File: src/rtl/cc_mux101_scan_controller.sv
// Scan sequencer for the CC_MUX101 10:1 selector: walks enabled channels,
// holds each for a programmable dwell, strobes on the last dwell cycle and flags end of frame.
module cc_mux101_scan_controller #(
    parameter int SELECTWIDTH = 4,
    parameter int NUM_CH      = 10,
    parameter int DWELLWIDTH  = 16
) (
    input  logic                   CC_MUXSCAN_CLOCK_50,
    input  logic                   CC_MUXSCAN_RESET_InLow,
    input  logic                   CC_MUXSCAN_start_In,
    input  logic                   CC_MUXSCAN_continuous_In,
    input  logic [NUM_CH-1:0]      CC_MUXSCAN_mask_InBUS,
    input  logic [DWELLWIDTH-1:0]  CC_MUXSCAN_dwell_InBUS,
    output logic [SELECTWIDTH-1:0] CC_MUXSCAN_select_OutBUS,
    output logic                   CC_MUXSCAN_strobe_Out,
    output logic                   CC_MUXSCAN_busy_Out,
    output logic                   CC_MUXSCAN_frameDone_Out
);

    typedef enum logic [1:0] {
        IDLE  = 2'd0,
        SEEK  = 2'd1,
        DWELL = 2'd2,
        DONE  = 2'd3
    } scanState_t;

    localparam logic [SELECTWIDTH-1:0] LAST_IDX = SELECTWIDTH'(NUM_CH - 1);

    scanState_t              state_r, nextState_s;
    logic [SELECTWIDTH-1:0]  index_r, nextIndex_s;
    logic [DWELLWIDTH-1:0]   dwellCnt_r, nextDwellCnt_s;
    logic [NUM_CH-1:0]       mask_r, nextMask_s;
    logic [DWELLWIDTH-1:0]   dwell_r, nextDwell_s;
    logic                    strobe_r, busy_r, frameDone_r;

    // Next-state, index, dwell counter and configuration latching.
    always_comb begin
        nextState_s    = state_r;
        nextIndex_s    = index_r;
        nextDwellCnt_s = dwellCnt_r;
        nextMask_s     = mask_r;
        nextDwell_s    = dwell_r;
        case (state_r)
            IDLE: begin
                nextIndex_s = {SELECTWIDTH{1'b0}};
                if (CC_MUXSCAN_start_In) begin
                    nextState_s = SEEK;
                    nextMask_s  = CC_MUXSCAN_mask_InBUS;
                    nextDwell_s = CC_MUXSCAN_dwell_InBUS;
                end else begin
                    nextState_s = IDLE;
                end
            end
            SEEK: begin
                if (mask_r[index_r]) begin
                    nextState_s    = DWELL;
                    nextDwellCnt_s = dwell_r;
                end else if (index_r == LAST_IDX) begin
                    nextState_s = DONE;
                end else begin
                    nextIndex_s = index_r + SELECTWIDTH'(1);
                end
            end
            DWELL: begin
                if (dwellCnt_r != {DWELLWIDTH{1'b0}}) begin
                    nextDwellCnt_s = dwellCnt_r - DWELLWIDTH'(1);
                end else if (index_r == LAST_IDX) begin
                    nextState_s = DONE;
                end else begin
                    nextState_s = SEEK;
                    nextIndex_s = index_r + SELECTWIDTH'(1);
                end
            end
            DONE: begin
                nextIndex_s = {SELECTWIDTH{1'b0}};
                if (CC_MUXSCAN_continuous_In) begin
                    nextState_s = SEEK;
                    nextMask_s  = CC_MUXSCAN_mask_InBUS;
                    nextDwell_s = CC_MUXSCAN_dwell_InBUS;
                end else begin
                    nextState_s = IDLE;
                end
            end
            default: begin
                nextState_s = IDLE;
                nextIndex_s = {SELECTWIDTH{1'b0}};
            end
        endcase
    end

    // State and configuration registers; outputs are computed from the next
    // state so they equal the decode of the current registers with no input path.
    always_ff @(posedge CC_MUXSCAN_CLOCK_50) begin
        if (!CC_MUXSCAN_RESET_InLow) begin
            state_r      <= IDLE;
            index_r      <= {SELECTWIDTH{1'b0}};
            dwellCnt_r   <= {DWELLWIDTH{1'b0}};
            mask_r       <= {NUM_CH{1'b0}};
            dwell_r      <= {DWELLWIDTH{1'b0}};
            strobe_r     <= 1'b0;
            busy_r       <= 1'b0;
            frameDone_r  <= 1'b0;
        end else begin
            state_r      <= nextState_s;
            index_r      <= nextIndex_s;
            dwellCnt_r   <= nextDwellCnt_s;
            mask_r       <= nextMask_s;
            dwell_r      <= nextDwell_s;
            strobe_r     <= (nextState_s == DWELL) && (nextDwellCnt_s == {DWELLWIDTH{1'b0}});
            busy_r       <= (nextState_s != IDLE);
            frameDone_r  <= (nextState_s == DONE);
        end
    end

    assign CC_MUXSCAN_select_OutBUS = index_r;
    assign CC_MUXSCAN_strobe_Out    = strobe_r;
    assign CC_MUXSCAN_busy_Out      = busy_r;
    assign CC_MUXSCAN_frameDone_Out = frameDone_r;

endmodule
File: config.mk
export PLATFORM = sky130hd
export DESIGN_NAME = cc_mux101_scan_controller
export DESIGN_NICKNAME = d
export VERILOG_FILES = /design/src/rtl/cc_mux101_scan_controller.sv
export SDC_FILE = /design/constraint.sdc
export NUM_CORES = 1
export LEC_CHECK = 0
export BUFFER_PORTS_ARGS = -buffer_cell sky130_fd_sc_hd__buf_2
export CAP_MARGIN = 25
export CORE_MARGIN = 2
export CORE_UTILIZATION = 35
export DETAILED_ROUTE_END_ITERATION = 16
export PLACE_DENSITY = 0.55
export RECOVER_POWER = 100
export SYNTH_ARGS = -nofsm -noshare
export SYNTH_HDL_FRONTEND = slang
export SYNTH_SLANG_ARGS = --single-unit
File: constraint.sdc
create_clock -name CC_MUXSCAN_CLOCK_50 -period 3.3 [get_ports CC_MUXSCAN_CLOCK_50]
set_input_delay 0.33 -clock CC_MUXSCAN_CLOCK_50 [delete_from_list [all_inputs] [get_ports CC_MUXSCAN_CLOCK_50]]
set_output_delay 0.33 -clock CC_MUXSCAN_CLOCK_50 [all_outputs]
set_load 0.03 [all_outputs]
==> impl_metrics.env, run 1 <==
export IMPL_status="finished, final reports clean"
export IMPL_yosysWarnings=0
export IMPL_final_cell_count_no_fill=441
export IMPL_synth_simple_area_share=0.279
export IMPL_yosys_area_share_xor_xnor=0.00320
export IMPL_row_count=32
export IMPL_cts_sinks=51
export IMPL_grt_max_degree=49
export IMPL_grt_antenna_before_repair=0
export IMPL_period_minus_slack_ns=3.01
export IMPL_synth_area_um2=2730
export IMPL_end_kind="flop"
export IMPL_fin_crit_sh=0.911
export IMPL_synth_nets=339
export IMPL_drt_pre_antenna_iters=4
export IMPL_worst_pin_slew_ns=0.921
export IMPL_finalWorstSetupSlack_ns=0.295
export IMPL_power_density_nw_per_um2=400
export IMPL_synth_compound_area_frac=0.150
export IMPL_viasPerCell=5.38
export IMPL_ys_top_cells_by_area="dfxtp_1, mux2i_1, nor2b_1"
export IMPL_clk_insertion_delay_late_ns=0.31
export IMPL_drive_gt1_frac=0.192
export IMPL_die_h_um=92.4
export IMPL_synthFlopType="dfxtp_1"
export IMPL_diodes=0
export IMPL_netlist_instances=301
export IMPL_gr_usage_all_layers=0.172
export IMPL_die_x_um=92.4
export IMPL_ys_top_cells_by_count="dfxtp_1, nor2b_1, mux2i_1, nand2_1, o21ai_0"
export IMPL_clk_path_buf_depth=2
export IMPL_synth_yosys_seq_area_share=0.373
export IMPL_synth_top_family_by_area="simple AND/OR/NAND/NOR gates"
export IMPL_pre_cts_ws_ns=0.00239
export IMPL_io_buffers=36
export IMPL_stdcell_area_um2=3150
export IMPL_p_leak_nw=1.30
export IMPL_slew_viol_final=0
export IMPL_finClkSkew_ns=0.00333
export IMPL_vias=2371
export IMPL_ioPinCount=37
export IMPL_grt_setup_unrepaired="no"
export IMPL_numCtsBuffers=5
export IMPL_crit_arrival_ns=3.24
export IMPL_wl_um=7020
export IMPL_globalplace_congestion=0.974
export IMPL_post_route_drc_count=0
export IMPL_final_nets=376
export IMPL_crit_type="reg2reg"
export IMPL_max_cap_viol_count=0
export IMPL_async_reset_ff_frac=0
export IMPL_cts_tree="yes"
export IMPL_first_global_vias=2313
export IMPL_final_hold_viol_count=0
export IMPL_synth_enable_flop_cells=0
export IMPL_hp_class="in2reg"
export IMPL_synth_adder_area_share=0.0366
export IMPL_core_um2=7650
export IMPL_postRouteAntennaNets=0
export IMPL_drt_initial_drc_count=174
export IMPL_grt_pass1_wl_um=11800
export IMPL_yosys_area_top_type="dfxtp_1"
export IMPL_crit_fanout=7
export IMPL_synth_most_common_cell="dfxtp_1"
export IMPL_grt_remaining_overflow=0
export IMPL_wl_per_cell_um=15.9
export IMPL_timing_fmax_mhz=333
export IMPL_synth_avg_cell_area_um2=9.08
export IMPL_syn_to_final_growth_pct=15.1
export IMPL_placed_cell_area_um2=3050
export IMPL_dp_cells=433
export IMPL_clkSlewWorstSetupHoldPaths_ns=0.10
export IMPL_ys_ff_latch=51
export IMPL_vdd_drop_max_v=0.000208
export IMPL_relSlewSlack=0.386
export IMPL_cp_required_ns=3.54
export IMPL_hpwlAfterDp_um=5040
export IMPL_synth_top_area_frac=0.373
export IMPL_h_tree_depth=2
export IMPL_start_util=0.357
export IMPL_setup_viol_count_final=0
export IMPL_muxShareOfSynthArea=0.122
export IMPL_tns_ns=0
export IMPL_die_area_um2=8530
export IMPL_root_buffer="clkbuf_8"
export IMPL_synth_cell_types=53
export IMPL_finalHoldWorstSlack_ns=0.262
export IMPL_cp_start_kind="flop"
## path summary, 6_finish.rpt
path	startpoint	end	slack (ns)	cells past startpoint
max	state_r[0]$_SDFF_PN0_	CC_MUXSCAN_strobe_Out$_SDFF_PN0_	0.29	11
max reg2reg	state_r[0]$_SDFF_PN0_	CC_MUXSCAN_strobe_Out$_SDFF_PN0_	0.29	11
min reg2reg	mask_r[2]$_SDFFE_PN0P_	mask_r[2]$_SDFFE_PN0P_	0.53	2
min	CC_MUXSCAN_dwell_InBUS[3]	dwell_r[3]$_SDFFE_PN0P_	0.26	3
## layer usage
layer / share of wire / GRT usage
met1: 0.50 / 0.256
met2: 0.43 / 0.245
met3: 0.043 / 0.0252
met4: 0.032 / 0.0746
met5: 0 / 0
## worst max-delay path: stages, from the launching register on
cell and delay (ns):
dfxtp_1 0.42, inv_1 0.08, ha_1 0.38, buf_4 0.16, inv_1 0.06, o41a_1 0.42, o31ai_2 0.15, o21ai_0 0.24
a221o_1 0.37, nor4_1 0.35, nand4_1 0.15, nor4_2 0.13
## flip-flops by register name, indices dropped and copies added (netlist names)
name                      flops
CC_MUXSCAN_frameDone_Out      1
dwellCnt_r                   16
CC_MUXSCAN_select_OutBUS      4
CC_MUXSCAN_strobe_Out         1
mask_r                       10
state_r                       2
dwell_r                      16
CC_MUXSCAN_busy_Out           1
## cell type report
cell class	count	area (um^2)
multi-input cells	225	1630
fillers	776	4500
flip-flops and latches	51	1020
well taps	102	128
inverters	10	37.5
clock inverters	3	22.5
clock buffers	5	68.8
repair buffers	45	238
## cells in the final DEF, fill, tap and decap left out, types with 5 or more instances in the layout
cell type	n
dfxtp_1	50
nor2b_1	34
mux2i_1	30
buf_2	30
nand2_1	18
o21ai_0	14
nor2_1	13
and2_1	12
nor3_1	11
inv_1	10
ha_1	8
buf_4	8
nor4_1	7
a221o_1	7
nand3_1	6
clkbuf_1	6
a21oi_1	5
clkbuf_8	5
## where the power goes
group	internal, mW	switching, mW	total [mW]
registers	0.647	0.0232	0.670
clock network	0.154	0.239	0.393
logic	0.0933	0.102	0.196
## kinds of logic (layout without fill, tap and decap cells)
family                   after synthesis  after routing
AND/OR/NAND/NOR                      129            129
AO/OA/AOI/OAI                         55             55
flip-flops                            51             51
multiplexers                          32             32
buffers and inverters                 25             63
adder cells (fa/ha/maj)                8              8
XOR/XNOR                               1              1
## stage by stage
stage | utilization | total power, mW
after floorplan | - | 0.813
after global placement | 0.399 | 0.875
after detailed placement | 0.399 | 0.877
after CTS | 0.411 | 1.27
after global routing | 0.411 | 1.32
final | 0.411 | 1.26
## what timing repair did
item	CTS	global route
buffers inserted	0	0
hold endpoints to repair	0	0
resized for setup	1	5
cloned	0	0
setup endpoints to repair	1	1
hold buffers	0	0
pin swaps	0	0
No activity file was read; power rests on OpenSTA's default activity.
==> run 2: changes to the inputs <==
- CORE_MARGIN: 2 -> 8
- PLACE_DENSITY: 0.55 -> 0.54
==> run 2 against run 1 <==
  * Clock skew up 0.0077 ns
  * Sequential power about the same
  * Utilization down 0.56 points
  * Global-route usage down 4.3 points
  * Register-to-register slack worse by 0.16 ns
  * Power down 1.4%
  * Critical path depth down 3
  * Flip-flop and latch count unchanged
  * Critical endpoint unchanged
  * Largest cell class unchanged
==> impl_metrics.env, run 2 (same netlist as run 1, synthesis figures left out) <==
export IMPL_crit_arrival_ns=3.39
export IMPL_cp_endpoint="CC_MUXSCAN_strobe_Out$_SDFF_PN0_"
export IMPL_crit_start="CC_MUXSCAN_select_OutBUS[1]$_SDFFE_PN0P_"
export IMPL_status="finished, final reports clean"
export IMPL_viasPerCell=5.40
export IMPL_slew_viol_final=0
export IMPL_vdd_drop_max_v=0.000210
export IMPL_grt_setup_unrepaired="no"
export IMPL_drt_pre_antenna_iters=5
export IMPL_cp_required_ns=3.52
export IMPL_clk_insertion_delay_late_ns=0.32
export IMPL_drive_gt1_frac=0.164
export IMPL_start_util=0.357
export IMPL_worst_pin_slew_ns=0.887
export IMPL_clk_path_buf_depth=2
export IMPL_power_switching_mw=0.353
export IMPL_regArea_um2=1020
export IMPL_max_cap_viol_count=0
export IMPL_wl_um=7050
export IMPL_gr_usage_all_layers=0.129
export IMPL_final_hold_viol_count=0
export IMPL_grt_remaining_overflow=0
export IMPL_post_route_drc_count=0
export IMPL_multi_input_area_um2=1620
export IMPL_hpwlAfterDp_um=5190
export IMPL_r2r_end="CC_MUXSCAN_strobe_Out$_SDFF_PN0_"
export IMPL_core_um2=7650
export IMPL_reg_largest_list="dwellCnt_r x16, dwell_r x16, mask_r x10"
export IMPL_diodes=0
export IMPL_crit_fanout=16
export IMPL_finalHoldWorstSlack_ns=0.263
export IMPL_root_buffer="clkbuf_8"
export IMPL_numCtsBuffers=5
export IMPL_die_area_um2=10900
export IMPL_die_h_um=104
export IMPL_ioPinCount=37
export IMPL_cts_sinks=51
export IMPL_worstRegToRegCells=8
export IMPL_io_buffers=36
export IMPL_grt_pass1_wl_um=11700
export IMPL_comb_power_share=0.151
export IMPL_grt_antenna_before_repair=0
export IMPL_end_kind="flop"
export IMPL_vias=2365
export IMPL_slowest_stage="a2111oi_1"
export IMPL_drt_initial_drc_count=129
export IMPL_regToRegSetupSlack_ns=0.14
export IMPL_clkSlewWorstSetupHoldPaths_ns=0.11
export IMPL_postRouteAntennaNets=0
export IMPL_wl_per_cell_um=16.1
export IMPL_cts_hold_buf=0
export IMPL_relSlewSlack=0.409
export IMPL_slowest_delay_ns=0.63
export IMPL_finClkSkew_ns=0.0111
export IMPL_seq_power_share=0.539
export IMPL_layout_common_cells="dfxtp_1, nor2b_1, mux2i_1"
export IMPL_intPower_mw=0.889
export IMPL_fin_crit_sh=0.959
export IMPL_final_nets=373
export IMPL_syn_to_final_growth_pct=13.5
export IMPL_row_count=32
export IMPL_swShare=0.284
export IMPL_setup_viol_count_final=0
export IMPL_hp_class="in2reg"
export IMPL_cp_start_kind="flop"
export IMPL_p_leak_nw=1.27
export IMPL_timing_fmax_mhz=316
export IMPL_die_x_um=104
export IMPL_power_frac_clock=0.310
export IMPL_tns_ns=0
export IMPL_h_tree_depth=2
export IMPL_cts_tree="yes"
export IMPL_r2r_start="CC_MUXSCAN_select_OutBUS[1]$_SDFFE_PN0P_"
export IMPL_first_global_vias=2305
export IMPL_fill_cells=764
export IMPL_power_density_nw_per_um2=400
export IMPL_final_common_cell="dfxtp_1"
export IMPL_grt_max_degree=49
export IMPL_cp_cell_sequence="inv_1, a2111oi_1, o31ai_2, and3_1, a221o_1, nor4_1, nand4_1, nor4_2"
export IMPL_globalplace_congestion=0.897
export IMPL_crit_type="reg2reg"
export IMPL_period_minus_slack_ns=3.16
-- run 2: worst min path at each step --
stage	from	endpoint	slack (ns)	cells past startpoint
after floorplan	mask_r[2]$_SDFFE_PN0P_	mask_r[2]$_SDFFE_PN0P_	0.47	2
after global placement	dwell_r[2]$_SDFFE_PN0P_	dwell_r[2]$_SDFFE_PN0P_	0.50	2
after detailed placement	mask_r[9]$_SDFFE_PN0P_	mask_r[9]$_SDFFE_PN0P_	0.51	2
after CTS	CC_MUXSCAN_mask_InBUS[4]	mask_r[4]$_SDFFE_PN0P_	0.26	3
after global routing	CC_MUXSCAN_mask_InBUS[7]	mask_r[7]$_SDFFE_PN0P_	0.27	3
final	CC_MUXSCAN_mask_InBUS[4]	mask_r[4]$_SDFFE_PN0P_	0.26	3
-- run 2: layer usage --
layer  wire, um  vias to the layer above  GRT usage
li1           -                     1164          -
met1       3450                     1099      0.174
met2       3060                       89      0.194
met3        359                       13     0.0235
met4        172                        0     0.0538
met5          0                        -          0
-- run 2: stage by stage --
stage               cells  instance area [um^2]   util  setup slack (ns)  power (mW)
floorplan             301                  2730      -             0.496       0.813
global placement      430                  3030  0.396             0.166       0.871
finish                438                  3100  0.406             0.136        1.24
global route          438                  3100  0.406            0.0344        1.30
CTS                   438                  3120  0.408            0.0877        1.25
detailed placement    430                  3030  0.396             0.118       0.873
-- run 2: power by group through the flow --
stage | registers, mW | clock network, mW | logic [mW]
3_5_place_dp | 0.684 | 0 | 0.189
6_report | 0.669 | 0.385 | 0.187
2_1_floorplan | 0.678 | 0 | 0.135
5_1_grt | 0.674 | 0.416 | 0.210
3_3_place_gp | 0.684 | 0 | 0.187
4_1_cts | 0.670 | 0.395 | 0.190
-- run 2: worst max-delay path: cells and delay by family, from the launching register on --
kind,cells,cell delay (ns)
buf+inv,1,0.14
simple gates,4,1.07
flops,1,0.52
compound gates,3,1.33
-- run 2: area by class of cell --
class,instances,share of cell area
timing repair buffer,42,0.0653
tap,102,0.0411
clock buffer,5,0.0222
multi-input combinational,225,0.523
inverter,10,0.0121
clock inverter,3,0.00726
sequential,51,0.329
-- run 2: repair_timing --
action,CTS,global route
endpoints found under the hold margin,0,0
setup endpoints to repair,0,1
setup buffers,0,0
resized for setup,0,3
==> run 3: changes to the inputs <==
- CORE_UTILIZATION: 35 -> 57
- PLACE_DENSITY: 0.54 -> 0.8
- clock period: 3.3 -> 3.55 ns (I/O delays scaled with it)
==> run 3 against run 2 <==
  * The flow now finishes with violations (max-capacitance violations, max-slew violations)
  * Maximum frequency fell by 1.4%
  * Combinational power fell by 6%
  * Highest routed layer unchanged
  * Critical path type unchanged
  * Via count rose by 2.9%
  * First-iteration DRC count rose to 2.7 times the previous value
  * Sequential power fell by 7.0%
  * Power fell by 3.4%
  * Design area fell by 2.5%
  * Largest power group unchanged
  * Clock skew fell by 0.0059 ns
  * Wire length fell by 3.5%
  * Sequential share of layout area rose by 0.83 points
  * Utilization rose by 24 points
==> impl_metrics.env, run 3 (same netlist as run 1, synthesis figures left out) <==
export IMPL_setup_viol_count_final=0
export IMPL_crit_type="reg2reg"
export IMPL_post_route_drc_count=0
export IMPL_die_h_um=85.3
export IMPL_p_leak_nw=1.25
export IMPL_cts_hold_buf=0
export IMPL_timing_fmax_mhz=311
export IMPL_grt_remaining_overflow=0
export IMPL_cts_resized=0
export IMPL_violations="max-capacitance violations, max-slew violations"
export IMPL_io_buffers=36
export IMPL_min_path_cells=3
export IMPL_r2r_start="CC_MUXSCAN_select_OutBUS[0]$_SDFFE_PN0P_"
export IMPL_layout_common_cells="dfxtp_1, nor2b_1, mux2i_1"
export IMPL_reg_largest_list="dwellCnt_r x16, dwell_r x16, mask_r x10"
export IMPL_drt_pre_antenna_iters=5
export IMPL_end_kind="flop"
export IMPL_ioPinCount=37
export IMPL_cts_sinks=51
export IMPL_core_um2=4660
export IMPL_cts_tree="yes"
export IMPL_wl_um=6800
export IMPL_worstRegToRegCells=8
export IMPL_final_hold_viol_count=0
export IMPL_drt_initial_drc_count=354
export IMPL_holdPathEnd="mask_r[8]$_SDFFE_PN0P_"
export IMPL_root_buffer="clkbuf_8"
export IMPL_start_util=0.587
export IMPL_h_tree_depth=2
export IMPL_swShare=0.257
export IMPL_clk_path_buf_depth=2
export IMPL_hpwlAfterDp_um=4910
export IMPL_final_nets=371
export IMPL_max_cap_viol_count=1
export IMPL_comb_power_share=0.147
export IMPL_relSlewSlack=-0.273
export IMPL_diodes=0
export IMPL_clkSlewWorstSetupHoldPaths_ns=0.09
export IMPL_final_cell_count_no_fill=387
export IMPL_period_minus_slack_ns=3.21
export IMPL_first_global_vias=2329
export IMPL_gr_usage_all_layers=0.192
export IMPL_crit_fanout=10
export IMPL_slew_viol_final=27
export IMPL_power_density_nw_per_um2=396
export IMPL_vias=2433
export IMPL_postRouteAntennaNets=0
export IMPL_p_total_mw=1.20
export IMPL_tns_ns=0
export IMPL_status="complete, but fails checks"
export IMPL_cp_required_ns=3.76
export IMPL_finalHoldWorstSlack_ns=0.301
export IMPL_grt_max_degree=49
export IMPL_cp_start_kind="flop"
export IMPL_grt_antenna_before_repair=0
export IMPL_min_delay_start="CC_MUXSCAN_mask_InBUS[8]"
export IMPL_viasPerCell=6.29
export IMPL_final_common_cell="dfxtp_1"
export IMPL_post_cts_buffers=0
export IMPL_seq_power_share=0.519
export IMPL_dp_cells=380
export IMPL_power_frac_clock=0.334
export IMPL_globalplace_congestion=0.989
export IMPL_syn_to_final_growth_pct=10.8
export IMPL_fill_cells=411
export IMPL_finClkSkew_ns=0.00518
export IMPL_crit_arrival_ns=3.42
export IMPL_hp_class="in2reg"
export IMPL_r2r_end="CC_MUXSCAN_strobe_Out$_SDFF_PN0_"
export IMPL_wl_per_cell_um=17.6
export IMPL_stdcell_area_um2=3030
export IMPL_die_x_um=85.3
export IMPL_grt_setup_unrepaired="no"
export IMPL_fin_crit_sh=0.904
export IMPL_drive_gt1_frac=0.147
export IMPL_regToRegSetupSlack_ns=0.34
export IMPL_power_switching_mw=0.308
export IMPL_placed_cell_area_um2=2950
export IMPL_clk_insertion_delay_late_ns=0.30
export IMPL_die_area_um2=7270
export IMPL_row_count=25
export IMPL_worst_pin_slew_ns=1.91
export IMPL_intPower_mw=0.891
export IMPL_numCtsBuffers=5
export IMPL_vdd_drop_max_v=0.000283
export IMPL_grt_pass1_wl_um=11300
==> run 3: stage by stage <==
step,util,worst slack (ns)
after floorplan,-,0.746
after global placement,0.633,0.474
after detailed placement,0.633,0.393
after CTS,0.656,0.384
after global routing,0.650,0.0748
final,0.650,0.339
==> run 3: how the worst max path moves through the flow <==
stage / slack (ns) / cells after the start / startpoint / end
after floorplan: 0.75 / 10 / CC_MUXSCAN_select_OutBUS[0]$_SDFFE_PN0P_ / CC_MUXSCAN_strobe_Out$_SDFF_PN0_
after global placement: 0.47 / 8 / CC_MUXSCAN_select_OutBUS[0]$_SDFFE_PN0P_ / CC_MUXSCAN_strobe_Out$_SDFF_PN0_
after detailed placement: 0.39 / 8 / CC_MUXSCAN_select_OutBUS[0]$_SDFFE_PN0P_ / CC_MUXSCAN_strobe_Out$_SDFF_PN0_
after CTS: 0.38 / 8 / CC_MUXSCAN_select_OutBUS[0]$_SDFFE_PN0P_ / CC_MUXSCAN_strobe_Out$_SDFF_PN0_
after global routing: 0.07 / 8 / CC_MUXSCAN_select_OutBUS[0]$_SDFFE_PN0P_ / CC_MUXSCAN_strobe_Out$_SDFF_PN0_
final: 0.34 / 8 / CC_MUXSCAN_select_OutBUS[0]$_SDFFE_PN0P_ / CC_MUXSCAN_strobe_Out$_SDFF_PN0_
==> run 3: layout make-up <==
cell class	instances	area [um^2]	share of cell area
well taps	54	67.6	0.0223
clock inverters	2	37.5	0.0124
inverters	10	37.5	0.0124
flip-flops and latches	51	1020	0.337
repair buffers	40	194	0.0640
multi-input cells	225	1600	0.529
clock buffers	5	68.8	0.0227
==> run 3: metal layers <==
layer  share of wire  vias to the layer above  global-route usage
met5               0                        -                   0
li1                -                     1160                   -
met3           0.065                       20              0.0386
met2            0.45                      107               0.300
met4           0.022                        0              0.0764
met1            0.47                     1146               0.253
==> run 3: power by group through the flow <==
stage,clock network (mW),logic [mW],registers (mW)
after global routing,0.423,0.196,0.625
after CTS,0.405,0.175,0.621
after detailed placement,0,0.174,0.635
after global placement,0,0.171,0.633
final,0.401,0.176,0.622
after floorplan,0,0.126,0.630
==> run 3: worst max-delay path, stage by stage, from the launching register on <==
cell and delay [ns]:
dfxtp_1 0.61, mux2i_1 0.16, a31o_2 0.28, o31ai_1 0.60, o21ai_0 0.44, a221o_1 0.47, nor4_1 0.26, nand4_1 0.12
nor4_1 0.18
